<file path="src/rtl/harness_ctrl_pkg.sv">
// Shared types for the harness run controller: FSM states, verdict codes and
// the width of the failing-source index.
package harness_ctrl_pkg;

  localparam int unsigned FAIL_SRC_W = 4;

  typedef enum logic [2:0] {
    IDLE  = 3'd0,
    HOLD  = 3'd1,
    RUN   = 3'd2,
    DRAIN = 3'd3,
    DONE  = 3'd4
  } state_e;

  typedef enum logic [1:0] {
    FAIL_NONE    = 2'd0,
    FAIL_SRC     = 2'd1,
    FAIL_TIMEOUT = 2'd2
  } fail_code_e;

endpackage

</file>
<file path="src/rtl/harness_src_tracker.sv">
// Per-source sticky success bits, enable masking, all-success reduce and a
// lowest-index priority encoder over the masked failure vector.
module harness_src_tracker
  import harness_ctrl_pkg::*;
#(
  parameter int unsigned NUM_SRC = 4
) (
  input  logic                  clock,
  input  logic                  reset,
  input  logic                  clear,
  input  logic                  update,
  input  logic [NUM_SRC-1:0]    enable,
  input  logic [NUM_SRC-1:0]    src_success,
  input  logic [NUM_SRC-1:0]    src_fail,
  output logic                  all_ok_c,
  output logic                  any_fail_c,
  output logic [FAIL_SRC_W-1:0] fail_idx_c
);

  logic [NUM_SRC-1:0] ok_q;
  logic [NUM_SRC-1:0] ok_now;
  logic [NUM_SRC-1:0] fail_vec;

  // A success arriving this cycle counts toward the verdict immediately.
  assign ok_now     = ok_q | (src_success & enable);
  assign fail_vec   = src_fail & enable;
  assign all_ok_c   = (enable != '0) && ((ok_now & enable) == enable);
  assign any_fail_c = |fail_vec;

  always_comb begin
    fail_idx_c = '0;
    for (int i = int'(NUM_SRC) - 1; i >= 0; i--) begin
      if (fail_vec[i]) fail_idx_c = FAIL_SRC_W'(i);
    end
  end

  always_ff @(posedge clock) begin
    if (reset) begin
      ok_q <= '0;
    end else if (clear) begin
      ok_q <= '0;
    end else if (update) begin
      ok_q <= ok_now;
    end
  end

endmodule

</file>
<file path="src/rtl/harness_run_controller.sv">
// Run sequencer: holds DUT reset, counts run cycles, collects source verdicts
// with a cycle-limit timeout, then drains before raising a sticky done.
module harness_run_controller
  import harness_ctrl_pkg::*;
#(
  parameter int unsigned NUM_SRC      = 4,
  parameter int unsigned CYCLE_W      = 64,
  parameter int unsigned RESET_HOLD   = 16,
  parameter int unsigned DRAIN_CYCLES = 8
) (
  input  logic                  clock,
  input  logic                  reset,
  input  logic                  start,
  input  logic [CYCLE_W-1:0]    max_cycles,
  input  logic [NUM_SRC-1:0]    src_enable,
  input  logic [NUM_SRC-1:0]    src_success,
  input  logic [NUM_SRC-1:0]    src_fail,
  output logic                  dut_reset,
  output logic                  running,
  output logic [CYCLE_W-1:0]    cycle_count,
  output logic                  done,
  output logic                  pass,
  output logic [1:0]            fail_code,
  output logic [FAIL_SRC_W-1:0] fail_src
);

  localparam int unsigned TMR_MAX = (RESET_HOLD > DRAIN_CYCLES) ? RESET_HOLD : DRAIN_CYCLES;
  localparam int unsigned TMR_W   = $clog2(TMR_MAX + 1);
  localparam logic [TMR_W-1:0] HOLD_LOAD  = TMR_W'(RESET_HOLD - 1);
  localparam logic [TMR_W-1:0] DRAIN_LOAD = TMR_W'(DRAIN_CYCLES - 1);

  state_e                state_q, state_d;
  logic [TMR_W-1:0]      tmr_q, tmr_d;
  logic [CYCLE_W-1:0]    max_q, max_d;
  logic [NUM_SRC-1:0]    enable_q, enable_d;
  logic [CYCLE_W-1:0]    count_d;
  logic                  dut_reset_d, running_d, done_d, pass_d;
  fail_code_e            code_q, code_d;
  logic [FAIL_SRC_W-1:0] fail_src_d;

  logic                  clear_c, update_c, timeout_c;
  logic                  all_ok_c, any_fail_c;
  logic [FAIL_SRC_W-1:0] fail_idx_c;

  assign update_c  = (state_q == RUN);
  assign timeout_c = (max_q != '0) && (cycle_count >= max_q);
  assign fail_code = code_q;

  harness_src_tracker #(
    .NUM_SRC(NUM_SRC)
  ) u_tracker (
    .clock      (clock),
    .reset      (reset),
    .clear      (clear_c),
    .update     (update_c),
    .enable     (enable_q),
    .src_success(src_success),
    .src_fail   (src_fail),
    .all_ok_c   (all_ok_c),
    .any_fail_c (any_fail_c),
    .fail_idx_c (fail_idx_c)
  );

  // Next-state, counters and verdict; output registers follow the next state.
  always_comb begin
    state_d     = state_q;
    tmr_d       = tmr_q;
    max_d       = max_q;
    enable_d    = enable_q;
    count_d     = cycle_count;
    pass_d      = pass;
    code_d      = code_q;
    fail_src_d  = fail_src;
    clear_c     = 1'b0;
    dut_reset_d = 1'b1;
    running_d   = 1'b0;
    done_d      = 1'b0;

    unique case (state_q)
      IDLE, DONE: begin
        if (start) begin
          state_d    = HOLD;
          tmr_d      = HOLD_LOAD;
          max_d      = max_cycles;
          enable_d   = src_enable;
          count_d    = '0;
          pass_d     = 1'b0;
          code_d     = FAIL_NONE;
          fail_src_d = '0;
          clear_c    = 1'b1;
        end
      end
      HOLD: begin
        if (tmr_q == '0) begin
          state_d = RUN;
          count_d = '0;
        end else begin
          tmr_d = tmr_q - 1'b1;
        end
      end
      RUN: begin
        if (cycle_count != '1) count_d = cycle_count + CYCLE_W'(1);
        // Same-cycle priority: fail, then timeout, then success.
        if (any_fail_c) begin
          state_d    = DRAIN;
          tmr_d      = DRAIN_LOAD;
          pass_d     = 1'b0;
          code_d     = FAIL_SRC;
          fail_src_d = fail_idx_c;
        end else if (timeout_c) begin
          state_d    = DRAIN;
          tmr_d      = DRAIN_LOAD;
          pass_d     = 1'b0;
          code_d     = FAIL_TIMEOUT;
          fail_src_d = '0;
        end else if (all_ok_c) begin
          state_d    = DRAIN;
          tmr_d      = DRAIN_LOAD;
          pass_d     = 1'b1;
          code_d     = FAIL_NONE;
          fail_src_d = '0;
        end
      end
      DRAIN: begin
        if (tmr_q == '0) begin
          state_d = DONE;
        end else begin
          tmr_d = tmr_q - 1'b1;
        end
      end
      default: state_d = IDLE;
    endcase

    dut_reset_d = !((state_d == RUN) || (state_d == DRAIN));
    running_d   = (state_d == RUN);
    done_d      = (state_d == DONE);
  end

  always_ff @(posedge clock) begin
    if (reset) begin
      state_q     <= IDLE;
      tmr_q       <= '0;
      max_q       <= '0;
      enable_q    <= '0;
      cycle_count <= '0;
      dut_reset   <= 1'b1;
      running     <= 1'b0;
      done        <= 1'b0;
      pass        <= 1'b0;
      code_q      <= FAIL_NONE;
      fail_src    <= '0;
    end else begin
      state_q     <= state_d;
      tmr_q       <= tmr_d;
      max_q       <= max_d;
      enable_q    <= enable_d;
      cycle_count <= count_d;
      dut_reset   <= dut_reset_d;
      running     <= running_d;
      done        <= done_d;
      pass        <= pass_d;
      code_q      <= code_d;
      fail_src    <= fail_src_d;
    end
  end

endmodule

</file>
<file path="config.mk">
export PLATFORM = sky130hd
export DESIGN_NAME = harness_run_controller
export DESIGN_NICKNAME = d
export VERILOG_FILES = /design/src/rtl/harness_ctrl_pkg.sv /design/src/rtl/harness_src_tracker.sv /design/src/rtl/harness_run_controller.sv
export SDC_FILE = /design/constraint.sdc
export NUM_CORES = 1
export LEC_CHECK = 0
export BUFFER_PORTS_ARGS = -buffer_cell sky130_fd_sc_hd__buf_2
export CORE_MARGIN = 1.5
export CORE_UTILIZATION = 50
export DETAILED_ROUTE_END_ITERATION = 10
export PLACE_DENSITY = 0.83
export SYNTH_ARGS = -nofsm -noshare
export SYNTH_HDL_FRONTEND = slang
export SYNTH_SLANG_ARGS = --single-unit
</file>
<file path="constraint.sdc">
create_clock -name clock -period 3.2 [get_ports clock]
set_input_delay 0.48 -clock clock [delete_from_list [all_inputs] [get_ports clock]]
set_output_delay 0.48 -clock clock [all_outputs]
set_load 0.02 [all_outputs]
</file>
* Word-level counts from Yosys, hierarchy flattened
Cells that the tools add are included.
Word-level totals: flip-flop bits (word level) 154, input bits 79, output and inout bits 74, word-level logic and storage cells 90
Operators by class: add/sub/neg operators 2, order comparisons 1, equality and inequality tests 14, multiplexer cells 38, bitwise gates (word level) 4, reduce and logical (&&, ||, !) cells 19
Operators by type and width (count):
- $mux 64 | 3
- $pmux 64 s3 | 1
- $add 64x1->64 const B | 1
- $ge 64x64->1 | 1
- $ne 64x64->1 const B | 1
- $reduce_bool 64->1 | 1
- $mux 5 | 5
- $mux 3 | 6
- $mux 2 | 8
- $mux 4 | 4
- $pmux 5 s3 | 1
- $and 4x4->4 | 3
- $eq 3x2->1 const B | 4
- $pmux 3 s4 | 1
- $ne 2x2->1 const B | 4
- $pmux 4 s2 | 1
- $reduce_and 4->1 | 2
- $eq 3x3->1 const B | 2
- $mux 1 | 6
- $reduce_bool 3->1 | 2
- $reduce_or 2->1 | 3
- $logic_not 5->1 | 1
- $sub 5x1->5 const B | 1
- $eq 4x4->1 | 1
- 14 further kinds | 15

* Logic depth before layout (Yosys ltp)
depth after elaboration 12, gate-level depth with buffers 10, gate-level depth less buffers 9

* By module
From an unflattened synthesis, not the netlist that was laid out.
Unflattened totals: cell total of the unflattened synthesis 1023, area, all modules 8069.0 sq um
Modules (own cells, without submodules):
- harness_run_controller | times used 1, cells each 993, area an instance 7837.5 sq um, seq. area each 3002.9 sq um
- harness_src_tracker | times used 1, cells each 30, area an instance 231.5 sq um, seq. area each 80.1 sq um

* Worst setup path before layout
OpenSTA, ideal clock, no wires.
path type register -> register, start point register cycle_count[61], end point register code_q[0] (netlist: fail_code[0]), setup time 0.142 ns, arrival time 2.293 ns, data required time 3.058 ns, setup slack 0.765 ns, stages on the path, launching flop included 9, path buffers 0, period minus slack after synthesis 2.435 ns, cells stage by stage dfxtp_1 > ha_1 > nand4_1 > nor4_1 > o211ai_1 > o2111ai_1 > a211oi_1 > o21ai_1 > a311oi_1
Between the ends: word-level cells in the longest chain between the ends 5, elaborated cells on any way between the ends 7, those cells by class 1 x order compare; 1 x eq/ne; 3 x mux; 2 x reduce/logical
RTL lines:
- from (decl) | line harness_run_controller.sv:20 | output logic [CYCLE_W-1:0] cycle_count,
- from (signal assigned) | line harness_run_controller.sv:157 | cycle_count <= count_d;
- $ge 64x64->1 * | line harness_run_controller.sv:46 | assign timeout_c = (max_q != '0) && (cycle_count >= max_q);
- $logic_and 1x1->1 * | line harness_run_controller.sv:46
- $mux 2 | line harness_run_controller.sv:110 | end else if (timeout_c) begin
- $mux 2 | line harness_run_controller.sv:104 | if (any_fail_c) begin
- $pmux 2 s2 | line harness_run_controller.sv:79 | unique case (state_q)
- to (signal assigned) | line harness_run_controller.sv:162 | code_q <= code_d;
- to (decl) | line harness_run_controller.sv:38 | fail_code_e code_q, code_d;
Every way passes the cells marked *; elsewhere a longest branch is shown, timed or not. A chain may end at the register's enable or synchronous reset.

* Worst setup path in the final report
start point register max_q[62], end point register code_q[0] (netlist: fail_code[0])
Between the ends: word-level cells in the longest chain between the ends 5, elaborated cells on any way between the ends 8, those cells by class 1 x order compare; 1 x eq/ne; 3 x mux; 3 x reduce/logical
RTL lines:
- from (decl) | line harness_run_controller.sv:34 | logic [CYCLE_W-1:0] max_q, max_d;
- from (signal assigned) | line harness_run_controller.sv:155 | max_q <= max_d;
- $ge 64x64->1 or $reduce_bool 64->1 (tied branches) | line harness_run_controller.sv:46
- $logic_and 1x1->1 * | line harness_run_controller.sv:46
- $mux 2 | line harness_run_controller.sv:110
- $mux 2 | line harness_run_controller.sv:104
- $pmux 2 s2 | line harness_run_controller.sv:79
Marked as above.

==> reports/results.txt <==
status: complete, no violations
clk_lat worst skew: 0.42 ns
Power Density: 529 nW/um^2
routability-driven placement congestion ratio: 0.966
mean area per synthesized cell: 7.75 um^2
die footprint: 17300 um^2
Max IR drop VDD: 0.415 mV
clock-pin transition on the worst setup and hold timing paths: 0.06 ns
synth cell count leaders: nand2_1, dfxtp_1, a21oi_1, inv_1, ha_1
antenna cells: 0
Post-Synthesis Cells: 1066
final period utilization: 0.887
Syn Std Cell Area: 8260 um^2
crit path kind: flop to flop
fin crit period: 2.84 ns
DRT Pass-1 Iters: 5
top cell type's share of synthesized area: 0.368
leak pwr: 4.02 nW
worst path required time: 3.53 ns
Layout area overhead: 20.0%
switching share of power: 0.288
CP max-delay cell: a221oi_1
crit path max fanout: 7
Least-Margin Pin Slew: 0.894 ns
crit-path cells: inv_1, ha_1, a21oi_1, nand2_1, a221oi_1, o2111ai_1, a211oi_1, o21ai_1, a311oi_1
fillcell total: 1429
FF+latch count, synth: 152
Startpoint Class: flop
wire length per cell: 16.8 um
# hold bufs at CTS: 0
crit end category: flop
Synth async-reset ratio: 0
share of layout cells above drive strength 1: 0.183
CP Launch Point: max_q[62]
Synth Warn #: 0
max_cap viols: 0
ys flop type: dfxtp_1
Max clock buf depth: 2
r2r startpoint: max_q[62]
Placement Setup Slack: 0.444 ns
Sw Pwr: 1.51 mW
CTS buffer count: 17
DRC viols: 0
IO Count: 153
Critical Path AT: 3.17 ns
Via density: 5.73
setup TNS: 0 ns
total gr overflow: 0
largest net degree at the start of global routing: 70
CTS tree: yes
CP peak stage delay: 0.47 ns
part of the power in registers: 0.405
post-CTS resize count: 0
total setup buffers inserted after CTS: 0
RSZ-0062 raised after global routing: false
DR iter-0 viols: 672
# rows: 46
starting density of the core: 0.516
clock network power share: 0.418
Pint: 3.73 mW
Min-Delay Path Class: input port to flop
slew margin rel.: 0.403
Max Clk Rate: 352 MHz
Final Hold Fails: 0
final setup vio count: 0
vias in the first global route: 7651
H-tree depth: 4
first-pass GRT wire length: 38400 um
Comb pwr share: 0.177
initial antenna violation count: 0
Hold Startpoint: src_enable[3]
number of synthesized flops with an enable pin: 0
dpl hpwl: 18200 um
max-slew violation count: 0
worst setup margin: 0.362 ns
top cells by area, synth: dfxtp_1, ha_1, nand2_1, a21oi_1, inv_1
Netlist cell types: 63
sequential share of the synthesized area: 0.368
die width: 132 um
Final nets: 1358
root buffer cell: clkbuf_16
leading cell type by number of instances after synthesis: nand2_1
Core Area: 16000 um^2
routed vias: 8247
Synth area leader: dfxtp_1
Final Skew: 0.00821 ns
total track usage: 0.275
Sink Count: 152
Post-DRT Antenna Nets: 0
port bufs: 150
DRT Wirelength: 24100 um
DIE HEIGHT: 132 um
## sequential cells by signal, summed over array words and instances (netlist names)
signal / flops
cycle_count: 64
done: 1
dut_reset: 1
enable_q: 4
fail_code: 2
fail_src: 2
max_q: 64
pass: 1
running: 1
state_q: 3
tmr_q: 5
u_tracker.ok_q: 4
## through the flow
step | std cells | area [um^2] | util | power (mW) | hold slack, ns
floorplan | 1067 | 8260 | - | 2.75 | 0.449
global placement | 1409 | 9270 | 0.579 | 3.04 | 0.458
detailed placement | 1409 | 9270 | 0.579 | 3.06 | 0.460
CTS | 1439 | 9910 | 0.619 | 5.24 | 0.277
global route | 1439 | 9910 | 0.619 | 5.45 | 0.297
finish | 1439 | 9910 | 0.619 | 5.25 | 0.287
## power by group through the flow
| stage | clock, mW | combinational [mW] | sequential (mW) |
|---|---|---|---|
| 4_1_cts | 2.21 | 0.916 | 2.12 |
| 5_1_grt | 2.28 | 1.03 | 2.13 |
| 2_1_floorplan | 0 | 0.624 | 2.12 |
| 3_5_place_dp | 0 | 0.906 | 2.16 |
| 6_report | 2.19 | 0.931 | 2.12 |
| 3_3_place_gp | 0 | 0.891 | 2.15 |
## path summary, 6_finish.rpt
path,end,slack (ns),cells after the start
max,fail_code[0],0.36,9
min,enable_q[3],0.29,3
max reg2reg,fail_code[0],0.36,9
min reg2reg,max_q[35],0.47,2
## cell usage in the layout (no fill, tap or decap), types with 4 or more instances in the layout
master	n
nand2_1	202
dfxtp_1	152
buf_2	150
a21oi_1	123
inv_1	82
ha_1	67
nor2_1	62
nor4_1	37
xnor2_1	33
nand4_1	32
nor3_1	30
o21ai_0	30
buf_4	22
nand3_1	21
or3_1	21
clkbuf_16	17
o211ai_1	11
nor3b_1	9
and4_1	8
nand2b_1	8
and3_1	8
or4_1	7
a31oi_1	7
o31ai_1	5
bufinv_16	5
o21ai_1	4
a221oi_1	4
## logic make-up after synthesis
family	after synthesis	share of synthesized area
and+or+nand+nor	467	0.279
AOI/OAI and AO/OA	214	0.150
DFF	152	0.368
buffers and inverters	129	0.0620
adders and majority gates	67	0.101
xor gates and xnor gates	35	0.0371
other	1	0.000454
muxes	1	0.00121
## worst max-delay path: cells and delay by family, from the launching register on
family,cells,cell delay (ns)
AO/OA/AOI/OAI,6,1.94
flip-flops,1,0.36
adder cells (fa/ha/maj),1,0.31
AND/OR/NAND/NOR,1,0.07
buffers and inverters,1,0.06
## layout make-up
type / count / area [um^2] / share of cell area
inverter: 82 / 308 / 0.0311
clock buffer: 18 / 439 / 0.0443
multi-input combinational: 786 / 4710 / 0.476
tap: 216 / 270 / 0.0273
sequential: 152 / 3040 / 0.307
timing repair buffer: 173 / 936 / 0.0944
clock inverter: 12 / 201 / 0.0203
## layer usage
layer | share of wire | GRT usage | up-vias
met2 | 0.46 | 0.449 | 327
met5 | 0 | 0 | -
met3 | 0.066 | 0.0455 | 42
met4 | 0.033 | 0.113 | 0
met1 | 0.44 | 0.362 | 3842
li1 | - | - | 4036
Note: power is estimated with default switching activity, not from simulation.
